**src/rtl/mips_muldiv.sv**
```systemverilog
// mips_muldiv: iterative multiply/divide unit with HI/LO registers.
//
// Handles MULT/MULTU/DIV/DIVU for the datapath and holds HI/LO for MFHI/MFLO and MTHI/MTLO.
// One iteration per clock. An operation takes WSIZE+1 cycles from the start edge to the done pulse.
//
// Ports:
//   clock, reset_n        - clock; synchronous active-low reset
//   start, op[1:0]        - launch (IDLE only); 00 MULT, 01 MULTU, 10 DIV, 11 DIVU
//   rs_val, rt_val        - multiplicand/dividend, multiplier/divisor
//   hi_we, lo_we, wr_data - MTHI/MTLO writes (IDLE only; start takes priority)
//   busy                  - operation in flight
//   done                  - one-cycle pulse after HI/LO were written by an operation
//   hi, lo                - HI/LO registers
//
// Configuration: define MIPS_MULDIV_DIV_EN to build the divider.
// Without it, a start with op[1]=1 is ignored.
module mips_muldiv #(
   parameter int unsigned WSIZE = 32
) (
   input  logic             clock,
   input  logic             reset_n,
   input  logic             start,
   input  logic [1:0]       op,
   input  logic [WSIZE-1:0] rs_val,
   input  logic [WSIZE-1:0] rt_val,
   input  logic             hi_we,
   input  logic             lo_we,
   input  logic [WSIZE-1:0] wr_data,
   output logic             busy,
   output logic             done,
   output logic [WSIZE-1:0] hi,
   output logic [WSIZE-1:0] lo
);

   localparam int unsigned CntW = (WSIZE > 1) ? $clog2(WSIZE) : 1;
   localparam logic [CntW-1:0] LastIter = CntW'(WSIZE - 1);

   typedef enum logic [1:0] {StIdle, StCalc, StFix} state_e;

   state_e             state_q;
   logic [CntW-1:0]    cnt_q;
   logic [2*WSIZE-1:0] acc_q;      // {upper, lower}: product, or {remainder, dividend/quotient}
   logic [WSIZE-1:0]   opnd_q;     // multiplicand or divisor magnitude
   logic               neg_res_q;  // negate product / quotient in FIX
   logic               busy_q;
   logic               done_q;
   logic [WSIZE-1:0]   hi_q;
   logic [WSIZE-1:0]   lo_q;
`ifdef MIPS_MULDIV_DIV_EN
   logic               is_div_q;
   logic               neg_rem_q;
   logic               div_zero_q;
   logic [WSIZE-1:0]   dividend_q; // raw rs, returned as HI on divide by zero
`endif

   logic               is_signed;
   logic               launch;
   logic [WSIZE-1:0]   rs_abs;
   logic [WSIZE-1:0]   rt_abs;
   logic [WSIZE:0]     mul_sum;
   logic [2*WSIZE-1:0] mul_next;
   logic [2*WSIZE-1:0] prod_fix;
`ifdef MIPS_MULDIV_DIV_EN
   logic [WSIZE:0]     rem_shift;
   logic [WSIZE-1:0]   rem_diff;
   logic               rem_take;
   logic [2*WSIZE-1:0] div_next;
   logic [WSIZE-1:0]   quot_fix;
   logic [WSIZE-1:0]   rem_fix;
`endif

   always_comb begin
      is_signed = ~op[0];
      rs_abs    = (is_signed && rs_val[WSIZE-1]) ? -rs_val : rs_val;
      rt_abs    = (is_signed && rt_val[WSIZE-1]) ? -rt_val : rt_val;
`ifdef MIPS_MULDIV_DIV_EN
      launch    = start;
`else
      launch    = start & ~op[1];
`endif

      // Shift-add: add multiplicand to upper half when multiplier LSB is set, then shift right.
      mul_sum   = {1'b0, acc_q[2*WSIZE-1:WSIZE]} + (acc_q[0] ? {1'b0, opnd_q} : '0);
      mul_next  = {mul_sum, acc_q[WSIZE-1:1]};
      prod_fix  = neg_res_q ? -acc_q : acc_q;

`ifdef MIPS_MULDIV_DIV_EN
      // Restoring step. The true difference is below the divisor when taken, so WSIZE bits hold it.
      rem_shift = acc_q[2*WSIZE-1:WSIZE-1];
      rem_take  = rem_shift >= {1'b0, opnd_q};
      rem_diff  = rem_shift[WSIZE-1:0] - opnd_q;
      div_next  = rem_take ? {rem_diff, acc_q[WSIZE-2:0], 1'b1}
                           : {rem_shift[WSIZE-1:0], acc_q[WSIZE-2:0], 1'b0};
      quot_fix  = neg_res_q ? -acc_q[WSIZE-1:0] : acc_q[WSIZE-1:0];
      rem_fix   = neg_rem_q ? -acc_q[2*WSIZE-1:WSIZE] : acc_q[2*WSIZE-1:WSIZE];
`endif
   end

   always_ff @(posedge clock) begin
      if (!reset_n) begin
         state_q    <= StIdle;
         cnt_q      <= '0;
         acc_q      <= '0;
         opnd_q     <= '0;
         neg_res_q  <= 1'b0;
         busy_q     <= 1'b0;
         done_q     <= 1'b0;
         hi_q       <= '0;
         lo_q       <= '0;
`ifdef MIPS_MULDIV_DIV_EN
         is_div_q   <= 1'b0;
         neg_rem_q  <= 1'b0;
         div_zero_q <= 1'b0;
         dividend_q <= '0;
`endif
      end else begin
         done_q <= 1'b0;
         case (state_q)
            StIdle: begin
               if (launch) begin
                  state_q   <= StCalc;
                  busy_q    <= 1'b1;
                  cnt_q     <= '0;
                  neg_res_q <= is_signed & (rs_val[WSIZE-1] ^ rt_val[WSIZE-1]);
`ifdef MIPS_MULDIV_DIV_EN
                  is_div_q   <= op[1];
                  neg_rem_q  <= is_signed & rs_val[WSIZE-1];
                  div_zero_q <= (rt_val == '0);
                  dividend_q <= rs_val;
                  if (op[1]) begin
                     acc_q  <= {{WSIZE{1'b0}}, rs_abs};
                     opnd_q <= rt_abs;
                  end else begin
                     acc_q  <= {{WSIZE{1'b0}}, rt_abs};
                     opnd_q <= rs_abs;
                  end
`else
                  acc_q  <= {{WSIZE{1'b0}}, rt_abs};
                  opnd_q <= rs_abs;
`endif
               end else begin
                  if (hi_we) hi_q <= wr_data;
                  if (lo_we) lo_q <= wr_data;
               end
            end
            StCalc: begin
`ifdef MIPS_MULDIV_DIV_EN
               acc_q <= is_div_q ? div_next : mul_next;
`else
               acc_q <= mul_next;
`endif
               cnt_q <= cnt_q + 1'b1;
               if (cnt_q == LastIter) state_q <= StFix;
            end
            StFix: begin
`ifdef MIPS_MULDIV_DIV_EN
               if (is_div_q) begin
                  lo_q <= div_zero_q ? '1 : quot_fix;
                  hi_q <= div_zero_q ? dividend_q : rem_fix;
               end else begin
                  hi_q <= prod_fix[2*WSIZE-1:WSIZE];
                  lo_q <= prod_fix[WSIZE-1:0];
               end
`else
               hi_q <= prod_fix[2*WSIZE-1:WSIZE];
               lo_q <= prod_fix[WSIZE-1:0];
`endif
               done_q  <= 1'b1;
               busy_q  <= 1'b0;
               state_q <= StIdle;
            end
            default: state_q <= StIdle;
         endcase
      end
   end

   assign busy = busy_q;
   assign done = done_q;
   assign hi   = hi_q;
   assign lo   = lo_q;

endmodule

```
**config.mk**
```make
export PLATFORM = sky130hd
export DESIGN_NAME = mips_muldiv
export DESIGN_NICKNAME = d
export VERILOG_FILES = /design/src/rtl/mips_muldiv.sv
export SDC_FILE = /design/constraint.sdc
export NUM_CORES = 1
export LEC_CHECK = 0
export BUFFER_PORTS_ARGS = -buffer_cell sky130_fd_sc_hd__buf_2
export CELL_PAD_IN_SITES_DETAIL_PLACEMENT = 1
export CELL_PAD_IN_SITES_GLOBAL_PLACEMENT = 1
export CORE_UTILIZATION = 42
export DETAILED_ROUTE_END_ITERATION = 6
export PLACE_DENSITY = 0.9
export REMOVE_ABC_BUFFERS = 1
export SLEW_MARGIN = 25
export SYNTH_ARGS = -nofsm -noshare
export SYNTH_HDL_FRONTEND = slang
export SYNTH_SLANG_ARGS = --single-unit
```
**constraint.sdc**
```tcl
create_clock -name clock -period 3.4 [get_ports clock]
set_input_delay 0.17 -clock clock [delete_from_list [all_inputs] [get_ports clock]]
set_output_delay 0.17 -clock clock [all_outputs]
set_load 0.02 [all_outputs]
```
Word-level counts from Yosys, hierarchy flattened
Cells that the tools add are included.

storage, ports and cells
  word-level logic and storage cells = 58
  output and inout port bits = 66
  input port bits = 103
  flip-flop bits (word level) = 170

operators by class
  $add $sub $neg = 5
  bitwise gates (word level) = 5
  equality and inequality tests = 8
  mux-type cells = 20
  reductions and logical operators = 11

operators by type and width
  kind                   count
  $mux W32               7
  $mux W64               2
  $pmux W32 S2           2
  $pmux W64 S2           1
  $neg A32 Y32           2
  $neg A64 Y64           1
  $add A32 B32 Y33       1
  $ne A2 B2 Y1 const B   5
  $pmux W5 S2            1
  $reduce_and A2 Y1      4
  $reduce_and A3 Y1      2
  $add A5 B1 Y5 const B  1
  $eq A5 B5 Y1 const B   1
  $mux W5                1
  $mux W2                2
  $pmux W2 S2            1
  $reduce_bool A2 Y1     2
  $and A1 B1 Y1          2
  $eq A2 B1 Y1 const B   1
  $eq A2 B2 Y1 const B   1
  $logic_and A1 B1 Y1    2
  $logic_not A2 Y1       1
  $mux W1                2
  $not A1 Y1             2
  other kinds (2)        2

Depth between registers and ports, before layout
  depth in word-level cells = 5
  depth in mapped cells = 15

Least setup slack after synthesis
No wires, ideal clock.

  path kind = register -> register
  start = reg acc_q[0]
  end = reg acc_q[61]
  data arrival time = 3.087 ns
  clock period less this slack = 3.161 ns
  cell stages (with the launch flop) = 16
  setup slack = 0.239 ns
  cells stage by stage = dfxtp_1 > buf_2 > clkbuf_1 > and2_1 > ha_1 > inv_1 > fa_1 > nor2b_1 > o211ai_1 > a211o_1 > and2_1 > o21a_1 > o31ai_1 > a31oi_1 > xor2_1 > o21ai_0

between the ends
  cells in the longest elaborated chain, start to end = 3

ends and longest elaborated chain
  element                 RTL line  RTL
  start, declared         42        logic [2*WSIZE-1:0] acc_q;
  start signal, assigned  138       acc_q <= {{WSIZE{1'b0}}, rt_abs};
  start signal, assigned  150       acc_q <= mul_next;
  $mux W32                83        mul_sum = {1'b0, acc_q[2*WSIZE-1:WSIZE]} + (acc_q[0] ? {1'b0, opnd_q} : '0);
  $add A32 B32 Y33        83
  $pmux W64 S2            118       case (state_q)

No other way between the ends.
A chain may end at the register's enable or synchronous reset.

Worst setup path in the final report
  start = reg acc_q[4]
  end = reg hi_q[25] (netlist: hi[25])

between the ends
  cells in the longest elaborated chain, start to end = 3

ends and longest elaborated chain
  element               RTL line  RTL
  $neg A64 Y64          85        prod_fix = neg_res_q ? -acc_q : acc_q;
  $mux W64              85
  $pmux W32 S2          118
  end signal, assigned  142       if (hi_we) hi_q <= wr_data;
  end signal, assigned  165       hi_q <= prod_fix[2*WSIZE-1:WSIZE];
  end, declared         47        logic [WSIZE-1:0] hi_q;

No other way between the ends.

==> flow_metrics.py <==
metrics = {
    "global_routing": {
        "antenna_found_initial": 1,
        "largest_net_degree_at_the_start_of_global_routing": 93,
        "grt_pass1_vias": 11500,
        "busiest_layer_in_global_routing": "met2",
        "grt_pass1_wl_um": 61600,
        "globalRouteTotalUtil_pct": 29.7,
        "grt.met3_usage_pct": 4.62,
        "global_route.usage.met2_pct": 51.1,
        "routing_usage_on_met1_pct": 36.4,
        "grt_overflow_total": 0,
    },
    "synthesis": {
        "post_synth.cell_area_avg_um2": 7.74,
        "netlist_cell_types": 56,
        "synth-warning-count": 0,
        "synth-edff-count": 0,
        "synth.yosys.seq_area_share_pct": 31.8,
        "yosys_most_used_dff": "sky130_fd_sc_hd__dfxtp_1",
        "post-synth-top-area-fraction_pct": 31.8,
        "synthArstFlopShare_pct": 0,
        "mappedNetlistArea_um2": 10700,
        "yosys-top-cells-area": "sky130_fd_sc_hd__dfxtp_1, sky130_fd_sc_hd__xor2_1, sky130_fd_sc_hd__a21oi_1",
        "synth.ff_latch_count": 170,
        "netlist_instances": 1385,
        "synth.largest_area_cell": "sky130_fd_sc_hd__dfxtp_1",
    },
    "setup_path": {
        "setup.worst_path.end_class": "flip-flop",
        "critPathArrivalTime_ns": 3.58,
        "worst_ep_required_time_ns": 3.74,
        "r2r.worst_path.cells": 9,
        "worst-setup-path-type": "flip-flop to flip-flop",
        "cp_max_fo": 7,
        "critical_path.startpoint_type": "flip-flop",
    },
    "clock_tree": {
        "h_tree_lvl_count": 4,
        "cts_buffer_depth": 2,
        "cts_root_buffer": "sky130_fd_sc_hd__clkbuf_16",
        "tritoncts_num_sinks": 170,
        "tritoncts_buffers": 17,
        "clk_pin_slew_ns": 0.08,
        "cts_tree": "done",
        "worstSkewPairLatency_ns": 0.45,
    },
    "sta": {
        "totalNegativeSetupSlack_ns": 0,
        "fmax_mhz": 309,
        "final_setup_vio_count": 0,
        "worst_slew_margin_rel_pct": 34.7,
        "worst-slew-pin-transition_ns": 0.980,
        "fin_worst_skew_ns": 0.0127,
        "setup_slack_ns": 0.161,
        "final_min_period_over_clock_period_pct": 95.3,
        "drv_slew": 0,
        "finalCriticalPeriod_ns": 3.24,
        "timing.final.hold_violations": 0,
    },
    "drt": {
        "drt_wl_total_um": 39200,
        "wl_per_cell_um": 21.1,
        "drtPass1Iterations": 5,
        "overall_via_count_from_detail_route": 11400,
        "drc": 0,
        "antenna_left": 0,
        "route.detailed.vias_per_inst": 6.14,
        "drt_iter0_markers": 958,
    },
    "power": {
        "report.power.total_mw": 5.15,
        "powerDensity_nw_per_um2": 410,
        "power.ir.vdd_worst_mv": 0.237,
        "leakagePower_nw": 5.08,
    },
    "place": {
        "placement.io_buffers": 168,
        "setup_slack_at_placement_ns": 0.106,
        "dpl_cell_area_um2": 11900,
        "place.detailed.instances": 1823,
        "finalWeightedCongestion": 0.895,
        "hpwl_um": 28300,
    },
    "floorplan": {
        "floorplan.die.width_um": 162,
        "floorplan.initialDensity_pct": 42.7,
        "num_io_pins": 169,
        "core_region_area_um2": 25100,
        "floorplan.die_area_um2": 26200,
        "floorplan.rows": 58,
        "die_height_um": 162,
    },
    "layout": {
        "layout.nets": 1655,
        "fillCellCount": 3163,
        "syn_to_final_growth_pct": 17.2,
        "layout.cells.most_common_list": "sky130_fd_sc_hd__dfxtp_1, sky130_fd_sc_hd__buf_2, sky130_fd_sc_hd__a21oi_1, sky130_fd_sc_hd__nor2_1, sky130_fd_sc_hd__nand2_1",
        "antenna-diode-count": 0,
        "post_route_cells_drive_above_1_share_pct": 17.6,
        "final_area_um2": 12600,
        "instances_no_fill": 1857,
    },
    "run": {
        "cap_viol_max_count": 0,
    },
    "hold_path": {
        "hold-path-cell-count": 3,
        "min-delay-path-class": "primary input to flip-flop",
    },
    "outcome": {
        "status": "finished clean",
    },
}
==> repair_timing <==
item / CTS / global route
resized for setup: 0 / 10
hold buffers: 0 / 0
setup endpoints to repair: 0 / 9
setup buffers: 0 / 2
endpoints found under the hold margin: 0 / 0
==> layer usage <==
| layer | part of all wire [%] | wire length [µm] |
|---|---|---|
| met5 | 0 | 0 |
| met4 | 4.0 | 1580 |
| met3 | 6.1 | 2400 |
| met2 | 48 | 19000 |
| met1 | 41 | 16200 |
==> sequential cells by signal, indices dropped and copies added (netlist names) <==
name       flops
acc_q         64
neg_res_q      1
state_q        2
opnd_q        32
lo            32
hi            32
busy           1
cnt_q          5
done           1
==> area by class of cell <==
class,count,area (µm²),area share (%)
Sequential cell,170,3410,27.1
Timing Repair Buffer,201,1110,8.86
Clock inverter,13,129,1.03
Tap cell,330,413,3.29
Inverter,19,72.6,0.578
Clock buffer,19,453,3.61
Multi-Input combinational cell,1105,6980,55.5
==> report_power, final <==
group	internal (mW)	total, mW	switching (mW)
clock	1.07	1.98	0.910
sequential	2.10	2.20	0.104
combinational	0.349	0.968	0.619
total	3.52	5.15	1.63
==> cell usage after synthesis (2+ instances only) <==
| library cell | number |
|---|---|
| sky130_fd_sc_hd__a211oi_1 | 60 |
| sky130_fd_sc_hd__a21o_1 | 17 |
| sky130_fd_sc_hd__a21oi_1 | 144 |
| sky130_fd_sc_hd__a22oi_1 | 35 |
| sky130_fd_sc_hd__a311oi_1 | 8 |
| sky130_fd_sc_hd__a31oi_1 | 11 |
| sky130_fd_sc_hd__and2_1 | 34 |
| sky130_fd_sc_hd__and3_1 | 6 |
| sky130_fd_sc_hd__buf_1 | 8 |
| sky130_fd_sc_hd__clkbuf_1 | 82 |
| sky130_fd_sc_hd__dfxtp_1 | 170 |
| sky130_fd_sc_hd__ha_1 | 37 |
| sky130_fd_sc_hd__inv_1 | 19 |
| sky130_fd_sc_hd__mux2i_1 | 2 |
| sky130_fd_sc_hd__nand2_1 | 137 |
| sky130_fd_sc_hd__nand2b_1 | 9 |
| sky130_fd_sc_hd__nand3_1 | 29 |
| sky130_fd_sc_hd__nand3b_1 | 2 |
| sky130_fd_sc_hd__nand4_1 | 5 |
| sky130_fd_sc_hd__nor2_1 | 143 |
| sky130_fd_sc_hd__nor2b_1 | 9 |
| sky130_fd_sc_hd__nor3_1 | 22 |
| sky130_fd_sc_hd__nor3b_1 | 4 |
| sky130_fd_sc_hd__nor4_1 | 7 |
| sky130_fd_sc_hd__nor4b_1 | 3 |
| sky130_fd_sc_hd__o211ai_1 | 9 |
| sky130_fd_sc_hd__o21a_1 | 4 |
| sky130_fd_sc_hd__o21ai_0 | 78 |
| sky130_fd_sc_hd__o21bai_1 | 3 |
| sky130_fd_sc_hd__o221ai_1 | 17 |
| sky130_fd_sc_hd__o22ai_1 | 8 |
| sky130_fd_sc_hd__o31a_1 | 3 |
| sky130_fd_sc_hd__o31ai_1 | 31 |
| sky130_fd_sc_hd__o31ai_2 | 3 |
| sky130_fd_sc_hd__o41ai_1 | 15 |
| sky130_fd_sc_hd__or2_1 | 2 |
| sky130_fd_sc_hd__or2_2 | 5 |
| sky130_fd_sc_hd__or3_1 | 29 |
| sky130_fd_sc_hd__or4_1 | 22 |
| sky130_fd_sc_hd__or4_4 | 3 |
| sky130_fd_sc_hd__xnor2_1 | 51 |
| sky130_fd_sc_hd__xor2_1 | 85 |
==> worst max-delay path, cell delays in order, from the launching register on <==
cell                      delay [ns]
sky130_fd_sc_hd__dfxtp_1        0.38
sky130_fd_sc_hd__or4_4          0.60
sky130_fd_sc_hd__nor3_4         0.26
sky130_fd_sc_hd__nand4_2        0.15
sky130_fd_sc_hd__or4_4          0.50
sky130_fd_sc_hd__or4_4          0.55
sky130_fd_sc_hd__o31ai_2        0.22
sky130_fd_sc_hd__xnor2_1        0.14
sky130_fd_sc_hd__nor2_1         0.06
sky130_fd_sc_hd__nor4_1         0.27
==> logic make-up (layout without fill, tap and decap cells) <==
family / Yosys count / in the layout / share of synthesized area (%)
flops: 170 / 170 / 31.8
buf+inv: 110 / 252 / 3.86
xor+xnor: 136 / 136 / 11.1
simple gates: 477 / 477 / 21.6
compound gates: 452 / 452 / 27.0
mux: 2 / 2 / 0.187
fa+ha+maj: 38 / 38 / 4.51
==> stage by stage <==
step	utilization (%)	hold slack [ns]
finish	50.0	0.0142
CTS	49.8	0.00912
global placement	47.4	0.441
floorplan	-	0.292
global route	50.0	0.00591
detailed placement	47.4	0.453
==> worst paths after layout <==
kind	from	end	slack [ns]
worst min register to register	lo[1]	lo[1]	0.48
worst min-delay path	rs_val[0]	opnd_q[0]	0.01
worst max-delay path	acc_q[4]	hi[25]	0.16
worst max register to register	acc_q[4]	hi[25]	0.16
No activity file was read; power rests on OpenSTA's default activity.
